[config.mk]
export PLATFORM = sky130hd
export DESIGN_NAME = clb_cfg_sequencer
export DESIGN_NICKNAME = d
export VERILOG_FILES = /design/src/rtl/clb_cfg_sequencer.sv
export SDC_FILE = /design/constraint.sdc
export NUM_CORES = 1
export LEC_CHECK = 0
export ABC_AREA = 1
export ABC_CLOCK_PERIOD_IN_PS = 2810
export CAP_MARGIN = 10
export CORE_MARGIN = 2
export CORE_UTILIZATION = 30
export CTS_CLUSTER_DIAMETER = 120
export DETAILED_ROUTE_END_ITERATION = 16
export GPL_ROUTABILITY_DRIVEN = 1
export PLACE_DENSITY = 0.47
export RECOVER_POWER = 100
export REMOVE_ABC_BUFFERS = 1
export SLEW_MARGIN = 10
export SYNTH_ARGS = -nofsm -noshare
export SYNTH_HDL_FRONTEND = slang
export SYNTH_SLANG_ARGS = --single-unit
[constraint.sdc]
create_clock -name clk -period 2.81 [get_ports clk]
set_input_delay 0.562 -clock clk [delete_from_list [all_inputs] [get_ports clk]]
set_output_delay 0.562 -clock clk [all_outputs]
set_load 0.05 [all_outputs]
[src/rtl/clb_cfg_sequencer.sv]
// clb_cfg_sequencer
// Configuration controller for a CLB array. It splits one upstream bitstream
// into fixed-size chunks, one per CLB in index order. It raises each CLB's cfg
// select while that CLB loads, then waits for every CLB to report configured.
// Once all are configured it broadcasts run. The stream path is a
// zero-latency pass-through gated by a registered "loading" flag.
// Control outputs are registered and decoded from the next state.
module clb_cfg_sequencer #(
   parameter int NUM_CLBS             = 4,
   parameter int BITSTREAM_DATA_WIDTH = 1,
   parameter int BEATS_PER_CLB        = 32,
   parameter int READY_TIMEOUT        = 16
) (
   input  logic                            clk,
   input  logic                            rst_n,
   input  logic                            start,
   input  logic                            abort,
   input  logic                            s_bitstream_valid,
   input  logic [BITSTREAM_DATA_WIDTH-1:0] s_bitstream_data,
   output logic                            s_bitstream_ready,
   output logic [NUM_CLBS-1:0]             clb_cfg,
   output logic                            clb_bitstream_valid,
   output logic [BITSTREAM_DATA_WIDTH-1:0] clb_bitstream_data,
   input  logic [NUM_CLBS-1:0]             clb_bitstream_ready,
   input  logic [NUM_CLBS-1:0]             clb_cfg_ready,
   output logic                            run,
   output logic                            busy,
   output logic                            error
);

   // Counter widths, never narrower than one bit.
   localparam int CNT_W = (BEATS_PER_CLB > 1) ? $clog2(BEATS_PER_CLB) : 1;
   localparam int IDX_W = (NUM_CLBS > 1) ? $clog2(NUM_CLBS) : 1;
   localparam int TMR_W = (READY_TIMEOUT > 1) ? $clog2(READY_TIMEOUT) : 1;

   localparam logic [CNT_W-1:0] CNT_LAST = CNT_W'(BEATS_PER_CLB - 1);
   localparam logic [IDX_W-1:0] IDX_LAST = IDX_W'(NUM_CLBS - 1);
   localparam logic [TMR_W-1:0] TMR_LAST = TMR_W'(READY_TIMEOUT - 1);

   typedef enum logic [2:0] {
      ST_IDLE       = 3'd0,
      ST_LOAD       = 3'd1,
      ST_SWITCH     = 3'd2,
      ST_WAIT_READY = 3'd3,
      ST_RUN        = 3'd4,
      ST_ERROR      = 3'd5
   } state_e;

   state_e              state_q, state_d;
   logic [IDX_W-1:0]    idx_q,   idx_d;
   logic [CNT_W-1:0]    cnt_q,   cnt_d;
   logic [TMR_W-1:0]    tmr_q,   tmr_d;

   // Registered control outputs, decoded from the next state.
   logic [NUM_CLBS-1:0] clb_cfg_q, clb_cfg_d;
   logic                load_q,    load_d;
   logic                run_q,     run_d;
   logic                busy_q,    busy_d;
   logic                error_q,   error_d;

   logic                xfer_s;
   logic                all_ready_s;

   // A beat moves only while loading and the currently selected CLB accepts it.
   assign xfer_s      = (state_q == ST_LOAD) && s_bitstream_valid && clb_bitstream_ready[idx_q];
   assign all_ready_s = &clb_cfg_ready;

   // Next-state logic: abort wins over everything, including a completing beat.
   always_comb begin
      state_d = state_q;
      idx_d   = idx_q;
      cnt_d   = cnt_q;
      tmr_d   = tmr_q;
      if (abort) begin
         state_d = ST_IDLE;
         idx_d   = '0;
         cnt_d   = '0;
         tmr_d   = '0;
      end else begin
         case (state_q)
            ST_IDLE: begin
               if (start) begin
                  state_d = ST_LOAD;
                  idx_d   = '0;
                  cnt_d   = '0;
               end else begin
                  state_d = ST_IDLE;
               end
            end
            ST_LOAD: begin
               if (xfer_s) begin
                  if (cnt_q == CNT_LAST) begin
                     cnt_d = '0;
                     if (idx_q == IDX_LAST) begin
                        state_d = ST_WAIT_READY;
                        tmr_d   = '0;
                     end else begin
                        state_d = ST_SWITCH;
                     end
                  end else begin
                     cnt_d = cnt_q + CNT_W'(1);
                  end
               end else begin
                  cnt_d = cnt_q;
               end
            end
            ST_SWITCH: begin
               // One idle cycle so the finished CLB sees its cfg fall first.
               state_d = ST_LOAD;
               idx_d   = idx_q + IDX_W'(1);
            end
            ST_WAIT_READY: begin
               // Ready is checked before the timeout so it wins a tie.
               if (all_ready_s) begin
                  state_d = ST_RUN;
               end else if (tmr_q == TMR_LAST) begin
                  state_d = ST_ERROR;
               end else begin
                  tmr_d = tmr_q + TMR_W'(1);
               end
            end
            ST_RUN, ST_ERROR: begin
               if (start) begin
                  state_d = ST_LOAD;
                  idx_d   = '0;
                  cnt_d   = '0;
                  tmr_d   = '0;
               end else begin
                  state_d = state_q;
               end
            end
            default: begin
               state_d = ST_IDLE;
               idx_d   = '0;
               cnt_d   = '0;
               tmr_d   = '0;
            end
         endcase
      end
   end

   // Decode the control outputs for the state being entered.
   always_comb begin
      clb_cfg_d = '0;
      load_d    = 1'b0;
      run_d     = 1'b0;
      busy_d    = 1'b0;
      error_d   = 1'b0;
      case (state_d)
         ST_LOAD: begin
            load_d = 1'b1;
            busy_d = 1'b1;
            for (int i = 0; i < NUM_CLBS; i++) begin
               clb_cfg_d[i] = (idx_d == IDX_W'(i));
            end
         end
         ST_SWITCH, ST_WAIT_READY: begin
            busy_d = 1'b1;
         end
         ST_RUN: begin
            run_d = 1'b1;
         end
         ST_ERROR: begin
            error_d = 1'b1;
         end
         ST_IDLE: begin
            busy_d = 1'b0;
         end
         default: begin
            busy_d = 1'b0;
         end
      endcase
   end

   // State, counters and registered outputs; reset is immediate.
   always_ff @(posedge clk or negedge rst_n) begin
      if (!rst_n) begin
         state_q   <= ST_IDLE;
         idx_q     <= '0;
         cnt_q     <= '0;
         tmr_q     <= '0;
         clb_cfg_q <= '0;
         load_q    <= 1'b0;
         run_q     <= 1'b0;
         busy_q    <= 1'b0;
         error_q   <= 1'b0;
      end else begin
         state_q   <= state_d;
         idx_q     <= idx_d;
         cnt_q     <= cnt_d;
         tmr_q     <= tmr_d;
         clb_cfg_q <= clb_cfg_d;
         load_q    <= load_d;
         run_q     <= run_d;
         busy_q    <= busy_d;
         error_q   <= error_d;
      end
   end

   // Stream pass-through: zero latency, gated to zero outside LOAD.
   always_comb begin
      s_bitstream_ready   = load_q & clb_bitstream_ready[idx_q];
      clb_bitstream_valid = load_q & s_bitstream_valid;
      if (load_q) begin
         clb_bitstream_data = s_bitstream_data;
      end else begin
         clb_bitstream_data = '0;
      end
   end

   assign clb_cfg = clb_cfg_q;
   assign run     = run_q;
   assign busy    = busy_q;
   assign error   = error_q;

endmodule

Word-level counts from Yosys, hierarchy flattened
Index checks and enable logic that the tools add are counted.
- register bits: 22
- input port bits: 14
- word-level logic and storage cells: 86
- add/subtract/negate cells: 3
- order comparisons: 1
- equality and inequality tests: 25
- muxes and demuxes: 33
- bitwise operators: 2
- reductions and logical operators: 13
- operators by type and width (kind ; count):
    $mux 4 ; 8
    $mux 5 ; 4
    $mux 3 ; 6
    $pmux 4 s4 ; 1
    $pmux 3 s5 ; 1
    $pmux 5 s3 ; 1
    $eq 3x2->1 const B ; 4
    $eq 3x3->1 const B ; 4
    $ne 3x3->1 const B ; 4
    $mux 1 ; 8
    $reduce_or 2->1 ; 4
    $reduce_and 7->1 ; 1
    $eq 2x2->1 const B ; 3
    $eq 3x1->1 const B ; 2
    $ne 3x2->1 const B ; 2
    $pmux 2 s3 ; 1
    $reduce_or 3->1 ; 2
    $add 5x1->5 const B ; 1
    $eq 5x5->1 const B ; 1
    $add 4x1->4 const B ; 1
    $eq 4x4->1 const B ; 1
    $mux 2 ; 2
    $ne 2x1->1 const B ; 2
    $reduce_and 4->1 ; 1
    10 further kinds ; 12

Longest topological paths before layout
- word-level depth: 9
- depth in mapped cells: 12
- gate-level depth less buffers: 12

Worst setup path after synthesis
OpenSTA, ideal clock, no wires.
- kind: input to output
- start point: input port clb_bitstream_ready[1]
- end point: output port s_bitstream_ready
- data arrival time: 1.857 ns
- data required time: 2.248 ns
- setup slack: 0.391 ns
- stages: 4
- path buffers: 0
- cells stage by stage: inv_1 > nand2_1 > nand3_1 > a21boi_0
- longest elaborated chain between the ends: 3
- ends and longest elaborated chain (item ; line ; text):
    start: declaration ; 24 ; input logic [NUM_CLBS-1:0] clb_bitstream_ready,
    $bmux 1 s2 ; 202 ; s_bitstream_ready = load_q & clb_bitstream_ready[idx_q];
    $mux 1 (implied by the code) ; 202 ;
    $and 1x1->1 ; 202 ;
    end: declaration ; 20 ; output logic s_bitstream_ready,
Every way passes these cells. The select of a mux whose other input is x is not followed.

Final worst setup path
Same ends and word-level chain as after synthesis.

==> results.md <==
* Drc violations at 0
* Status: completed
* Post-CTS Setup Bufs at 0
* CTS hold repair buffers at 0
* Number of synthesized flops with an enable pin at 0
* Mapped Avg Cell Area at 7.887 um2
* Multiplexer share of the synthesized area at 0%
* Grt total ovfl at 0
* Cells along the critical path: dlygate4sd3_1 > inv_1 > nand2_1 > nand3_1 > a21boi_0 > buf_12
* Setup WS post-layout at 0.4214 ns
* Crit-path max cell delay at roughly 0.55 ns
* Io pins at 24
* Place WS at 0.4910 ns
* Synth top area cells: dfrtp_1 39%, nand2_1 14%, inv_1 7.2%
* Critical Path RT at between 2 and 2.5 ns
* FF-to-FF End: load_q
* Post-Syn Instances at 178
* Final setup vio count at 0
* Die width at between 70 and 80 um
* Fin crit period at between 2 and 2.5 ns
* CTS resizes at 0
* Final Util at 38.32%
* Global-route wire length before repair at 4981 um
* Max-slew headroom at 19.29%
* Synth unique cells at 29
* Vias per cell at between 4 and 5
* Min-Delay Endpoint: cnt_q[4]
* Critical path's slowest cell: dlygate4sd3_1
* TritonCTS Buffers at 3
* Most common cell after layout, fill and taps aside: nand2_1
* Starting Density at 31.59%
* Crit. End Element: output port
* Worst-case clock buffer depth at 2
* Filler Cells Inserted at 465
* Worst Path Max Fanout at 2
* Inserted Diodes at 0
* Final period util at a little under nine tenths
* Die area at 5242 um2
* Top-area cell type share of the netlist area at 39.22%
* RSZ-0062 raised after global routing: no
* Layout cell share with drive strength beyond 1 at around a tenth
* P per Cell Area at between 400 and 500 nW/um2
* Sum Neg Setup Slack at 0 ns
* Final Hold Vio Count at 0
* Antenna violations before repair at 0
* Pin count of the biggest net entering global routing at 23
* Clock sinks at 22
* Actual slew at the worst max-slew pin at between 1 and 1.5 ns
* Seq cells post-synth at 22
* DR WL/cell at 11.04 um
* Drt first pass iters at 4
* Xor and xnor area share after synthesis at 2.496%
* Max Cap Viol at 0
* Crit Reg-Reg Startpoint: cnt_q[0]
* Cell area after placement at 1689 um2
* Initial detailed-routing violation count at 25
* Max VDD drop at 251.1 uV
* Via count at 1181
* Synth Area in Adders at 3.565%
* Mapped Area at 1404 um2
* Synth Area in Compound Gates at 7.754%
* Hold Startpoint: cnt_q[4]
* Final max-slew violation count at 0
* Seq/Total Area, Yosys at 39.22%
* Worst r2r path cells at 10
* P_leak at between 0.8 and 0.9 nW
* FFs w/ async S/R, synth at 100.0%
* H-tree depth at 1
* Die Ht at 72.41 um
* Clock root cell: clkbuf_8
* Vias in the first global route at 1175
* Antenna Violating Nets Remaining at 0
* Reg2reg setup slack at 0.91 ns
* Critical path launch point type: input port
* TritonCTS clock tree: built
* Most frequent cells in the layout: 56 x nand2_1, 27 x inv_1, 22 x dfrtp_1, 15 x nand3_1
* Total number of cells along the worst setup path at 6
* Top Family by Delay on Critical Path: buffers and inverters
* Core Region at about 4400 um2
* Max Clk Rate at 0.4186 GHz
* HPWL Detailed at 2268 um
* Clk slew on worst S/H paths at approximately 0.090 ns
* Gpl congestion at 0.8140
* Worst Skew at 0.004269 ns
* NumNets Final at 225
* Global-route usage over all layers at between 10 and 15%
* CP Class: in -> out
* Simple-Gate Fraction of Synth Area at 36.81%
* Worst-Skew Late Latency at about 0.27 ns
* Ys flop type: dfrtp_1
* Post-synth top area cell: dfrtp_1
* Port bufs at 23
* Synth warn at 0
* Worst Hold Depth at 2
* Critical path arrival at between 1.5 and 2 ns
* Largest family of logic cells by synthesized area: simple AND/OR/NAND/NOR gates
* Worst Hold Class: reg -> reg
* Num rows at 24
* Post-Route WL at 2849 um
* Design area at roughly 1700 um2
* Worst Path Buf+Inv at 3
* P&R area growth vs syn at 21.30%
## where the power goes
group / internal [W] / switching [W]
Clock: 0.000191 / 0.000112
Combinational: 0.0000527 / 0.0000931
Sequential: 0.000326 / 0.00000956
## final cells by class
type,instances,area [um2],share of cell area (%)
multi-input combinational,126,664.4,39.02
sequential,22,550.5,32.33
timing repair buffer,26,246.5,14.47
inverter,28,105.1,6.172
tap,52,65.06,3.821
clock buffer,3,41.29,2.425
clock inverter,1,30.03,1.763
## logic make-up after synthesis
logic type      Yosys count
buf+inv                  30
flops                    22
simple gates            100
compound gates           18
fa+ha+maj                 4
xor+xnor                  4
## worst min-delay path: stages, from the launching register on
cell     delay (ns)
dfrtp_1        0.36
nand2_1        0.05
o21ai_0        0.06
## flip-flops by register name, indices dropped and copies added (netlist names)
register and cells:
run 1, busy 1, clb_cfg 4, tmr_q 4, cnt_q 5, state_q 3, error 1, idx_q 2
load_q 1
## metal layers
metal | track usage [%] | share of wire [%] | vias up
met5 | 0 | 0 | -
met4 | 4.733 | 1.5 | 0
met3 | 2.500 | 2.2 | 4
met2 | 20.18 | 49 | 14
met1 | 15.70 | 47 | 545
li1 | - | - | 618
## how the worst max path moves through the flow
| stage | start | slack (ns) | end |
|---|---|---|---|
| after global routing | clb_bitstream_ready[1] | 0.31 | s_bitstream_ready |
| after detailed placement | clb_bitstream_ready[0] | 0.49 | s_bitstream_ready |
| after global placement | clb_bitstream_ready[1] | 0.54 | s_bitstream_ready |
| after floorplan | clb_bitstream_ready[1] | 0.39 | s_bitstream_ready |
| final | clb_bitstream_ready[1] | 0.42 | s_bitstream_ready |
| after CTS | clb_bitstream_ready[0] | 0.49 | s_bitstream_ready |
## cell usage after synthesis (2+ instances only)
library cell / n
a21oi_1: 2
dfrtp_1: 22
ha_1: 4
inv_1: 27
nand2_1: 54
nand2_2: 4
nand3_1: 14
nand3_4: 2
nand4_1: 3
nor2_1: 8
nor2_2: 6
nor2_4: 3
o21ai_1: 10
xor2_1: 4
## per-stage QoR
step	cells	hold slack, ns	power (W)
after floorplan	176	0.2664	0.0004465
after global placement	254	0.4824	0.0005092
after detailed placement	254	0.4901	0.0005103
after CTS	258	0.5111	0.0008197
after global routing	258	0.5567	0.0008232
final	258	0.4971	0.0007837
No activity file was read; power rests on OpenSTA's default activity.
